### config.mk
export PLATFORM = sky130hd
export DESIGN_NAME = reg_bridge
export DESIGN_NICKNAME = d
export VERILOG_FILES = /design/src/rtl/reg_bridge_pkg.sv /design/src/rtl/reg_bridge_servo_bank.sv /design/src/rtl/reg_bridge.sv
export SDC_FILE = /design/constraint.sdc
export NUM_CORES = 1
export LEC_CHECK = 0
export BUFFER_PORTS_ARGS = -buffer_cell sky130_fd_sc_hd__buf_2
export CAP_MARGIN = 20
export CORE_MARGIN = 10
export CORE_UTILIZATION = 40
export CTS_CLUSTER_DIAMETER = 30
export DETAILED_ROUTE_END_ITERATION = 16
export PLACE_DENSITY = 0.59
export SYNTH_ARGS = -nofsm -noshare
export SYNTH_HDL_FRONTEND = slang
export SYNTH_SLANG_ARGS = --single-unit
### constraint.sdc
create_clock -name clk -period 4.65 [get_ports clk]
set_clock_uncertainty 0.15 [all_clocks]
set_input_delay 0 -clock clk [delete_from_list [all_inputs] [get_ports clk]]
set_output_delay 0 -clock clk [all_outputs]
set_load 0.02 [all_outputs]
### src/rtl/reg_bridge_pkg.sv
// rtl/reg_bridge_pkg.sv - register map, RAM FSM states and status bit positions for reg_bridge
package reg_bridge_pkg;

    localparam logic [5:0] A_CTRL    = 6'h00;
    localparam logic [5:0] A_ADDR0   = 6'h01;
    localparam logic [5:0] A_ADDR1   = 6'h02;
    localparam logic [5:0] A_ADDR2   = 6'h03;
    localparam logic [5:0] A_DATA0   = 6'h04;
    localparam logic [5:0] A_SEL     = 6'h10;
    localparam logic [5:0] A_POS_LO  = 6'h11;
    localparam logic [5:0] A_POS_HI  = 6'h12;
    localparam logic [5:0] A_STATUS  = 6'h13;

    localparam logic [1:0] ST_IDLE      = 2'd0;
    localparam logic [1:0] ST_WAIT_BUSY = 2'd1;
    localparam logic [1:0] ST_WAIT_DATA = 2'd2;

    // 0x00 read layout
    localparam int B_IMG   = 0;
    localparam int B_IDLE  = 1;
    localparam int B_FLAG0 = 2;
    // 0x13 read layout
    localparam int B_RAM_IDLE = 0;
    localparam int B_OVERRUN  = 1;

endpackage

### src/rtl/reg_bridge_servo_bank.sv
// rtl/reg_bridge_servo_bank.sv - servo shadow array with commit strobe and readback
module reg_bridge_servo_bank #(
    parameter int SERVO_N = 18,
    parameter int SERVO_W = 16
) (
    input  logic                       clk,
    input  logic                       rst,
    input  logic                       commit,
    input  logic [7:0]                 sel,
    input  logic [SERVO_W-1:0]         pos,
    output logic [SERVO_W-1:0]         rd_pos,
    output logic [$clog2(SERVO_N)-1:0] servo_select,
    output logic [SERVO_W-1:0]         servo_position,
    output logic                       servo_update
);

    localparam int SEL_W = $clog2(SERVO_N);
    localparam logic [7:0] N8 = 8'(SERVO_N);

    logic [SERVO_W-1:0] shadow [SERVO_N];
    logic               sel_ok;

    assign sel_ok = (sel < N8);

    always_ff @(posedge clk) begin
        if (rst) begin
            for (int i = 0; i < SERVO_N; i++) shadow[i] <= '0;
            servo_update   <= 1'b0;
            servo_select   <= '0;
            servo_position <= '0;
        end else begin
            servo_update <= 1'b0;
            // out-of-range selects are silently discarded, outputs keep last commit
            if (commit && sel_ok) begin
                for (int i = 0; i < SERVO_N; i++) begin
                    if (sel == 8'(i)) shadow[i] <= pos;
                end
                servo_update   <= 1'b1;
                servo_select   <= SEL_W'(sel);
                servo_position <= pos;
            end
        end
    end

    always_comb begin
        rd_pos = '0;
        for (int i = 0; i < SERVO_N; i++) begin
            if (sel == 8'(i)) rd_pos = shadow[i];
        end
    end

endmodule

### src/rtl/reg_bridge.sv
// rtl/reg_bridge.sv - byte-wide register bridge to SDRAM, servo bank, camera and sticky event flags
module reg_bridge
    import reg_bridge_pkg::*;
#(
    parameter int ADDR_W     = 23,
    parameter int DATA_BYTES = 4,
    parameter int SERVO_N    = 18,
    parameter int SERVO_W    = 16,
    parameter int FLAG_N     = 4
) (
    input  logic                       clk,
    input  logic                       rst,
    input  logic [5:0]                 reg_addr,
    input  logic                       write,
    input  logic                       new_req,
    input  logic [7:0]                 write_value,
    output logic [7:0]                 read_value,
    output logic [ADDR_W-1:0]          addr,
    output logic                       rw,
    output logic [8*DATA_BYTES-1:0]    data_in,
    input  logic [8*DATA_BYTES-1:0]    data_out,
    input  logic                       busy,
    output logic                       in_valid,
    input  logic                       out_valid,
    input  logic                       image_captured,
    input  logic [FLAG_N-1:0]          events,
    output logic                       capture_image,
    output logic [$clog2(SERVO_N)-1:0] servo_select,
    output logic [SERVO_W-1:0]         servo_position,
    output logic                       servo_update,
    output logic [FLAG_N-1:0]          flags,
    output logic                       ram_idle
);

    localparam logic [5:0] A_DATA_TOP = 6'(A_DATA0 + 6'(DATA_BYTES - 1));

    logic [1:0]         state;
    logic [7:0]         hold_b [DATA_BYTES];
    logic [ADDR_W-1:0]  addr_r;
    logic               auto_inc;
    logic [FLAG_N-1:0]  sticky;
    logic               overrun;
    logic [7:0]         sel_r;
    logic [7:0]         pos_lo;
    logic [SERVO_W-1:0] rd_pos;
    logic [15:0]        rd16;
    logic [22:0]        addr_ext;
    logic [22:0]        addr_wr;
    logic [7:0]         rd_mux;

    logic rd_req, wr_req, fsm_idle, trig_wr, trig_rd, trig, accept;
    logic clr_flags, clr_overrun, commit;

    assign rd_req      = new_req & ~write;
    assign wr_req      = new_req & write;
    assign fsm_idle    = (state == ST_IDLE);
    assign trig_wr     = wr_req && (reg_addr == A_DATA_TOP);
    assign trig_rd     = rd_req && (reg_addr == A_DATA0);
    assign trig        = trig_wr | trig_rd;
    assign accept      = trig & fsm_idle;
    assign clr_flags   = rd_req && (reg_addr == A_CTRL);
    assign clr_overrun = rd_req && (reg_addr == A_STATUS);
    assign commit      = wr_req && (reg_addr == A_POS_HI);

    assign ram_idle = fsm_idle;
    assign addr     = addr_r;
    assign flags    = sticky;
    assign addr_ext = 23'(addr_r);
    assign rd16     = 16'(rd_pos);

    for (genvar g = 0; g < DATA_BYTES; g++) begin : g_data_in
        assign data_in[8*g +: 8] = hold_b[g];
    end

    // RAM request FSM; in_valid is a single-cycle strobe
    always_ff @(posedge clk) begin
        if (rst) begin
            state    <= ST_IDLE;
            in_valid <= 1'b0;
            rw       <= 1'b0;
        end else begin
            in_valid <= 1'b0;
            case (state)
                ST_IDLE: begin
                    if (accept) begin
                        rw <= trig_wr;
                        if (!busy) begin
                            in_valid <= 1'b1;
                            state    <= trig_wr ? ST_IDLE : ST_WAIT_DATA;
                        end else begin
                            state <= ST_WAIT_BUSY;
                        end
                    end
                end
                ST_WAIT_BUSY: begin
                    if (!busy) begin
                        in_valid <= 1'b1;
                        state    <= rw ? ST_IDLE : ST_WAIT_DATA;
                    end
                end
                ST_WAIT_DATA: begin
                    if (out_valid) state <= ST_IDLE;
                end
                default: state <= ST_IDLE;
            endcase
        end
    end

    always_ff @(posedge clk) begin
        if (rst) begin
            for (int b = 0; b < DATA_BYTES; b++) hold_b[b] <= 8'h00;
        end else if (state == ST_WAIT_DATA && out_valid) begin
            for (int b = 0; b < DATA_BYTES; b++) hold_b[b] <= data_out[8*b +: 8];
        end else if (wr_req && fsm_idle) begin
            for (int b = 0; b < DATA_BYTES; b++) begin
                if (reg_addr == A_DATA0 + 6'(b)) hold_b[b] <= write_value;
            end
        end
    end

    always_comb begin
        addr_wr = addr_ext;
        case (reg_addr)
            A_ADDR0: addr_wr[7:0]   = write_value;
            A_ADDR1: addr_wr[15:8]  = write_value;
            A_ADDR2: addr_wr[22:16] = write_value[6:0];
            default: addr_wr = addr_ext;
        endcase
    end

    // host address writes take priority over the post-strobe increment
    always_ff @(posedge clk) begin
        if (rst) begin
            addr_r   <= '0;
            auto_inc <= 1'b0;
        end else if (wr_req && fsm_idle &&
                     (reg_addr == A_ADDR0 || reg_addr == A_ADDR1 || reg_addr == A_ADDR2)) begin
            addr_r <= addr_wr[ADDR_W-1:0];
            if (reg_addr == A_ADDR2) auto_inc <= write_value[7];
        end else if (in_valid && auto_inc) begin
            addr_r <= addr_r + ADDR_W'(1);
        end
    end

    // set beats clear when an event and a clearing read coincide
    always_ff @(posedge clk) begin
        if (rst) begin
            sticky        <= '0;
            overrun       <= 1'b0;
            capture_image <= 1'b0;
            sel_r         <= 8'h00;
            pos_lo        <= 8'h00;
        end else begin
            sticky        <= (sticky & ~{FLAG_N{clr_flags}}) | events;
            overrun       <= (overrun & ~clr_overrun) | (trig & ~fsm_idle);
            capture_image <= wr_req && (reg_addr == A_CTRL) && write_value[0];
            if (wr_req && reg_addr == A_SEL)    sel_r  <= write_value;
            if (wr_req && reg_addr == A_POS_LO) pos_lo <= write_value;
        end
    end

    reg_bridge_servo_bank #(
        .SERVO_N (SERVO_N),
        .SERVO_W (SERVO_W)
    ) u_servo_bank (
        .clk            (clk),
        .rst            (rst),
        .commit         (commit),
        .sel            (sel_r),
        .pos            (SERVO_W'({write_value, pos_lo})),
        .rd_pos         (rd_pos),
        .servo_select   (servo_select),
        .servo_position (servo_position),
        .servo_update   (servo_update)
    );

    always_comb begin
        rd_mux = 8'h00;
        case (reg_addr)
            A_CTRL: begin
                rd_mux[B_IMG]              = image_captured;
                rd_mux[B_IDLE]             = fsm_idle;
                rd_mux[B_FLAG0 +: FLAG_N]  = sticky;
            end
            A_ADDR0:  rd_mux = addr_ext[7:0];
            A_ADDR1:  rd_mux = addr_ext[15:8];
            A_ADDR2:  rd_mux = {auto_inc, addr_ext[22:16]};
            A_SEL:    rd_mux = sel_r;
            A_POS_LO: rd_mux = rd16[7:0];
            A_POS_HI: rd_mux = rd16[15:8];
            A_STATUS: begin
                rd_mux[B_RAM_IDLE] = fsm_idle;
                rd_mux[B_OVERRUN]  = overrun;
            end
            default: begin
                for (int b = 0; b < DATA_BYTES; b++) begin
                    if (reg_addr == A_DATA0 + 6'(b)) rd_mux = hold_b[b];
                end
            end
        endcase
    end

    always_ff @(posedge clk) begin
        if (rst)         read_value <= 8'h00;
        else if (rd_req) read_value <= rd_mux;
    end

endmodule

# After elaboration in Yosys (flattened, before gate mapping)
# Memory sizes are Yosys's and may differ from the RTL's.
# Index checks and enable logic that the tools add are counted.
[totals]
reg_bits = 80
ramBits = 320
inputBits = 57
output_inout_bits = 93
wordCells = 286
mem_count = 2
[classes]
add_sub_neg = 1
magnitude_cmp = 1
eq_ne = 36
n_mux = 164
bitwise = 39
n_reduce_logical = 27
[memory_table]
columns = ["name", "words", "width", "read_ports", "rd_clocked_by_memory_dff", "write_ports", "line", "source"]
rows = [
  ["u_servo_bank.shadow", 18, 16, 18, 0, 18, "reg_bridge_servo_bank.sv:20", "logic [SERVO_W-1:0] shadow [SERVO_N];"],
  ["hold_b", 4, 8, 4, 0, 4, "reg_bridge.sv:38", "logic [7:0] hold_b [DATA_BYTES];"],
]
[ops]
columns = ["operator", "n"]
rows = [
  ["2-to-1 mux 16 bit", 36],
  ["2-to-1 mux 8 bit", 14],
  ["2-to-1 mux 1 bit", 100],
  ["equality test 8 x 4 -> 1 bit, second input constant", 8],
  ["2-to-1 mux 23 bit", 2],
  ["equality test 8 x 3 -> 1 bit, second input constant", 4],
  ["one-hot mux 4 bit (8 select lines)", 1],
  ["OR 1 bit", 28],
  ["equality test 6 x 3 -> 1 bit, second input constant", 4],
  ["equality test 6 x 5 -> 1 bit, second input constant", 4],
  ["adder 23 x 1 -> 23 bit, second input constant", 1],
  ["equality test 8 x 2 -> 1 bit, second input constant", 2],
  ["equality test 8 x 5 -> 1 bit, second input constant", 2],
  ["one-hot mux 2 bit (8 select lines)", 1],
  ["logical AND 1 bit", 14],
  ["one-hot mux 2 bit (7 select lines)", 1],
  ["equality test 6 x 2 -> 1 bit, second input constant", 2],
  ["2-to-1 mux 2 bit", 6],
  ["inequality test 2 bit, second input constant", 5],
  ["AND reduction 2 bit", 5],
  ["equality test 8 x 1 -> 1 bit, second input constant", 1],
  ["zero test 8 bit", 1],
  ["less-than comparator 8 x 5 -> 1 bit, second input constant", 1],
  ["2-to-1 mux 7 bit", 1],
  ["other kinds (17)", 24],
]

# Longest topological paths before layout
[logic_depth]
depth_word = 20
ltp_mapped = 10
depth_no_buf = 7

# Modules after synthesis
# From an unflattened synthesis, not the netlist that was laid out.
[hier_totals]
hier_cells = 1740
area_unflattened_um2 = 20041.7
[modules_own_cells]
columns = ["module", "n_inst", "cells_each", "area_each_um2", "seq_area_each_um2"]
rows = [
  ["reg_bridge_servo_bank", 1, 1214, 15048.2, 9088.7],
  ["reg_bridge", 1, 526, 4993.5, 2122.0],
]

# Worst setup path before layout
# No wires, ideal clock.
[synth_timing]
path_kind = "input port to flip-flop"
startpoint = "input port reg_addr[3]"
endpoint = "memory u_servo_bank.shadow[16][0] (netlist: u_servo_bank.shadow[0][256]), enable pin"
setup_time_ns = 0.392
arrival_time_ns = 2.419
t_required_ns = 4.108
path_slack_ns = 1.689
stages = 8
n_path_buf = 3
cell_sequence = "or4b_1 clkbuf_1 nor2_1 nand3_1 or2_2 clkbuf_1 clkbuf_1 o21bai_1"
[synth_lines]
columns = ["element", "line", "source"]
rows = [
  ["from (decl)", "reg_bridge.sv:13", "input logic [5:0] reg_addr,"],
  ["to (decl)", "reg_bridge_servo_bank.sv:20", ""],
]

# Worst setup path in the final report
[layout_timing]
startpoint = "register sel_r[3]"
endpoint = "register read_value[4]"
[layout_via]
elab_chain_cells = 20
word_cells_on_any_way = 37
classes_between = "eq/ne: 17; mux: 19; reduce/logical: 1"
[layout_lines]
columns = ["element", "line", "source"]
rows = [
  ["from (decl)", "reg_bridge.sv:43", "logic [7:0] sel_r;"],
  ["from (signal assigned)", "reg_bridge.sv:157", "if (wr_req && reg_addr == A_SEL) sel_r <= write_value;"],
  ["zero test 8 bit", "reg_bridge_servo_bank.sv:48", "if (sel == 8'(i)) rd_pos = shadow[i];"],
  ["2-to-1 mux 16 bit (17 in a row)", "reg_bridge_servo_bank.sv:48", ""],
  ["2-to-1 mux 16 bit (*)", "reg_bridge_servo_bank.sv:48", ""],
  ["one-hot mux 4 bit (8 select lines) (*)", "reg_bridge.sv:179", "case (reg_addr)"],
  ["to (signal assigned)", "reg_bridge.sv:205", "else if (rd_req) read_value <= rd_mux;"],
  ["to (decl)", "reg_bridge.sv:17", "output logic [7:0] read_value,"],
]
# Mark *: on every way between the ends. The rest lies on a longest branch, timed or not.
# A chain may end at the register's enable or synchronous reset.

==> impl_metrics.ini <==
[placement]
gp_congestion = 0.928
port_buffers = 149
dpl.hpwl_um = 45700
place_ws_ps = 566
dp.cells = 2420

[power_and_ir_drop]
ir_drop_v = 0.000270
clock_power_share = 0.616
powerDensity_nw_per_um2 = 457
power_frac_comb = 0.036
p_seq_frac = 0.349
p_int_mw = 9.01
p_leak_nw = 9.42
sw_frac_of_total = 0.217
switchingPower_mw = 2.50

[logic_synthesis]
ys_top_cells_by_count = 320 x edfxtp_1, 293 x and2_1, 149 x nand2_1
synth_ff_type = edfxtp_1
synth_area_per_cell_um2 = 11.1
synth_cell_type_count = 78
synth-edff-count = 320
yosysMostFrequentCell = edfxtp_1
async_reset_ff_frac = 0
synth-seq-area-share = 0.577
yosys-top-cells-area = edfxtp_1 49%, and2_1 9.4%, dfxtp_1 8.2%
synth_largest_area_cell = edfxtp_1
synthCells = 1748
synth.cell_area_um2 = 19400
ys_ff_latch = 400
syn_nets = 1806
synth.top_cell.area_share = 0.495
yosys_warnings = 0

[critical_path]
crit_path_end_kind = flop
reg2reg_to = read_value[4]$_SDFFE_PP0P_
reg2reg_depth = 6
cp_max_fo = 14
cp-start-kind = flop
reg2reg_from = sel_r[3]$_SDFFE_PP0P_
cp_data_required_time_ps = 5040
path_class = flop to flop
cp.arrival_ps = 4610
r2r_slack_ps = 430

[floorplan]
die_area_um2 = 57800
row_count = 80
initial_core_util = 0.406
die_x_um = 240
ios = 150
coreArea_um2 = 47800
die_h_um = 240

[detailed_routing]
ant_nets = 0
met2_length_um = 34200
via_per_inst = 5.90
met3_length_um = 5380
vias = 15888
drc = 0
first_iter_violations = 1798
drt_wl_total_um = 71600
top_layer = met4
wl_met1_um = 29200
avgRoutedWirePerCell_um = 26.6
firstDrtPassIters = 5

[sta]
worst_slack_ps = 434
finalHoldViolCount = 0
setup_viol = 0
slew_headroom = 0.181
layout_worst_path_cycle_share = 0.907
rsz0062_at_grt = false
slew_viol_final = 0
worst_slew_pin_slew_ps = 1200
max_freq_mhz = 237
period_needed_ps = 4220
finalSetupTns_ps = 0

[clocking]
cts_buffers = 97
cts_tree = yes
clkTransAtPathRegs_ps = 40
htree_levels = 3
clockRootBuffer = clkbuf_16
cts.path.max_buffers = 3
ctsResizeCount = 0
cts.sinks = 400
clk_latency_ps = 630

[flow_run]
maxCapViolCount = 0

[global_route]
antenna_found_initial = 2
grt_pass1_vias = 15724
track_usage = 0.245
gr-total-overflow = 0
grt_pass1_wl_um = 105000
grt_start_max_net_pins = 63

[run_status]
status = finished, final reports clean

[finish]
nNetsFinal = 2050
area_growth_pct = 29.5
multi_input_area_um2 = 7600
drive_gt1_frac = 0.215
regArea_um2 = 11200
final_core_util = 0.526
instances_no_fill = 2691
fill_cells = 4094

[min_path]
min_path_cells = 4
min_path_type = input pin to flop
hold_path_end = state[0]$_SDFFE_PP0P_
hp-start = busy
==> per-stage QoR <==
stage               total power, mW  cell area, µm²  hold slack (ps)
finish                         11.5           25200             42.0
global route                   11.8           25200             66.6
CTS                            11.6           25100             14.6
detailed placement             4.43           20800             62.6
global placement               4.43           20800             56.3
floorplan                      4.24           19400            -72.9
==> layer usage <==
layer	track usage	up-vias
met4	0.111	0
li1	-	6970
met5	0	-
met3	0.0504	159
met1	0.311	7973
met2	0.396	786
==> power by group through the flow <==
| stage | combinational, mW | sequential, mW | clock (mW) |
|---|---|---|---|
| floorplan | 0.169 | 4.08 | 0 |
| finish | 0.410 | 4.01 | 7.09 |
| CTS | 0.405 | 4.01 | 7.13 |
| global placement | 0.356 | 4.07 | 0 |
| detailed placement | 0.357 | 4.07 | 0 |
| global route | 0.433 | 4.02 | 7.32 |
==> registers in the layout, summed over array words and instances (netlist names) <==
register                     flops
addr                            23
auto_inc                         1
capture_image                    1
flags                            4
hold_b                          32
in_valid                         1
overrun                          1
pos_lo                           8
read_value                       8
rw                               1
sel_r                            8
state                            2
u_servo_bank.servo_position     16
u_servo_bank.servo_select        5
u_servo_bank.servo_update        1
u_servo_bank.shadow            288
==> cell type report <==
cell class              instances  share of cell area
inverters                      14             0.00209
well taps                     615              0.0306
flip-flops and latches        400               0.446
diodes                          1           0.0000994
clock buffers                 109               0.102
multi-input cells            1186               0.302
clock inverters                73              0.0342
repair buffers                293              0.0827
==> logic make-up after synthesis <==
family / share of synthesized area
AOI/OAI and AO/OA: 0.137
DFF: 0.577
buffers and inverters: 0.0323
adders and majority gates: 0.000644
and+or+nand+nor: 0.197
muxes: 0.0557
==> repair_timing <==
action | in CTS | in global routing
setup endpoints to repair | 0 | 0
hold buffers | 86 | 0
endpoints found under the hold margin | 110 | 0
setup buffers | 0 | 0
==> how the worst max path moves through the flow <==
stage / to / slack, ps / start
floorplan: u_servo_bank.shadow[0][256]$_SDFFCE_PN0P_ / 1690 / reg_addr[3]
global placement: read_value[4]$_SDFFE_PP0P_ / 480 / sel_r[3]$_SDFFE_PP0P_
detailed placement: read_value[4]$_SDFFE_PP0P_ / 570 / sel_r[3]$_SDFFE_PP0P_
CTS: read_value[4]$_SDFFE_PP0P_ / 530 / sel_r[3]$_SDFFE_PP0P_
global route: read_value[4]$_SDFFE_PP0P_ / 240 / sel_r[3]$_SDFFE_PP0P_
finish: read_value[4]$_SDFFE_PP0P_ / 430 / sel_r[3]$_SDFFE_PP0P_
==> layout by cell type, fill, tap and decap left out, types with 15 or more instances in the layout <==
cell type / count
edfxtp_1: 320
and2_1: 293
nand2_1: 149
buf_2: 148
a21oi_1: 109
clkbuf_16: 102
nor2_1: 99
dlygate4sd3_1: 86
dfxtp_1: 78
o21ai_0: 67
buf_4: 55
nor3_1: 39
mux2i_1: 35
a22oi_1: 33
a22o_1: 30
nand3_1: 30
mux4_2: 25
o211ai_1: 22
a211oi_1: 17
bufinv_16: 17
nor2b_1: 16
clkinvlp_4: 16
mux2_2: 15
o22ai_1: 15
clkinv_2: 15
==> critical path, cell delays in order, from the launching register on <==
cell	delay [ps]
dfxtp_1	750
or4b_1	650
nor2_1	870
o221ai_1	280
a222oi_1	920
a211oi_1	250
o221ai_1	250
(Power assumes the default switching activity.)
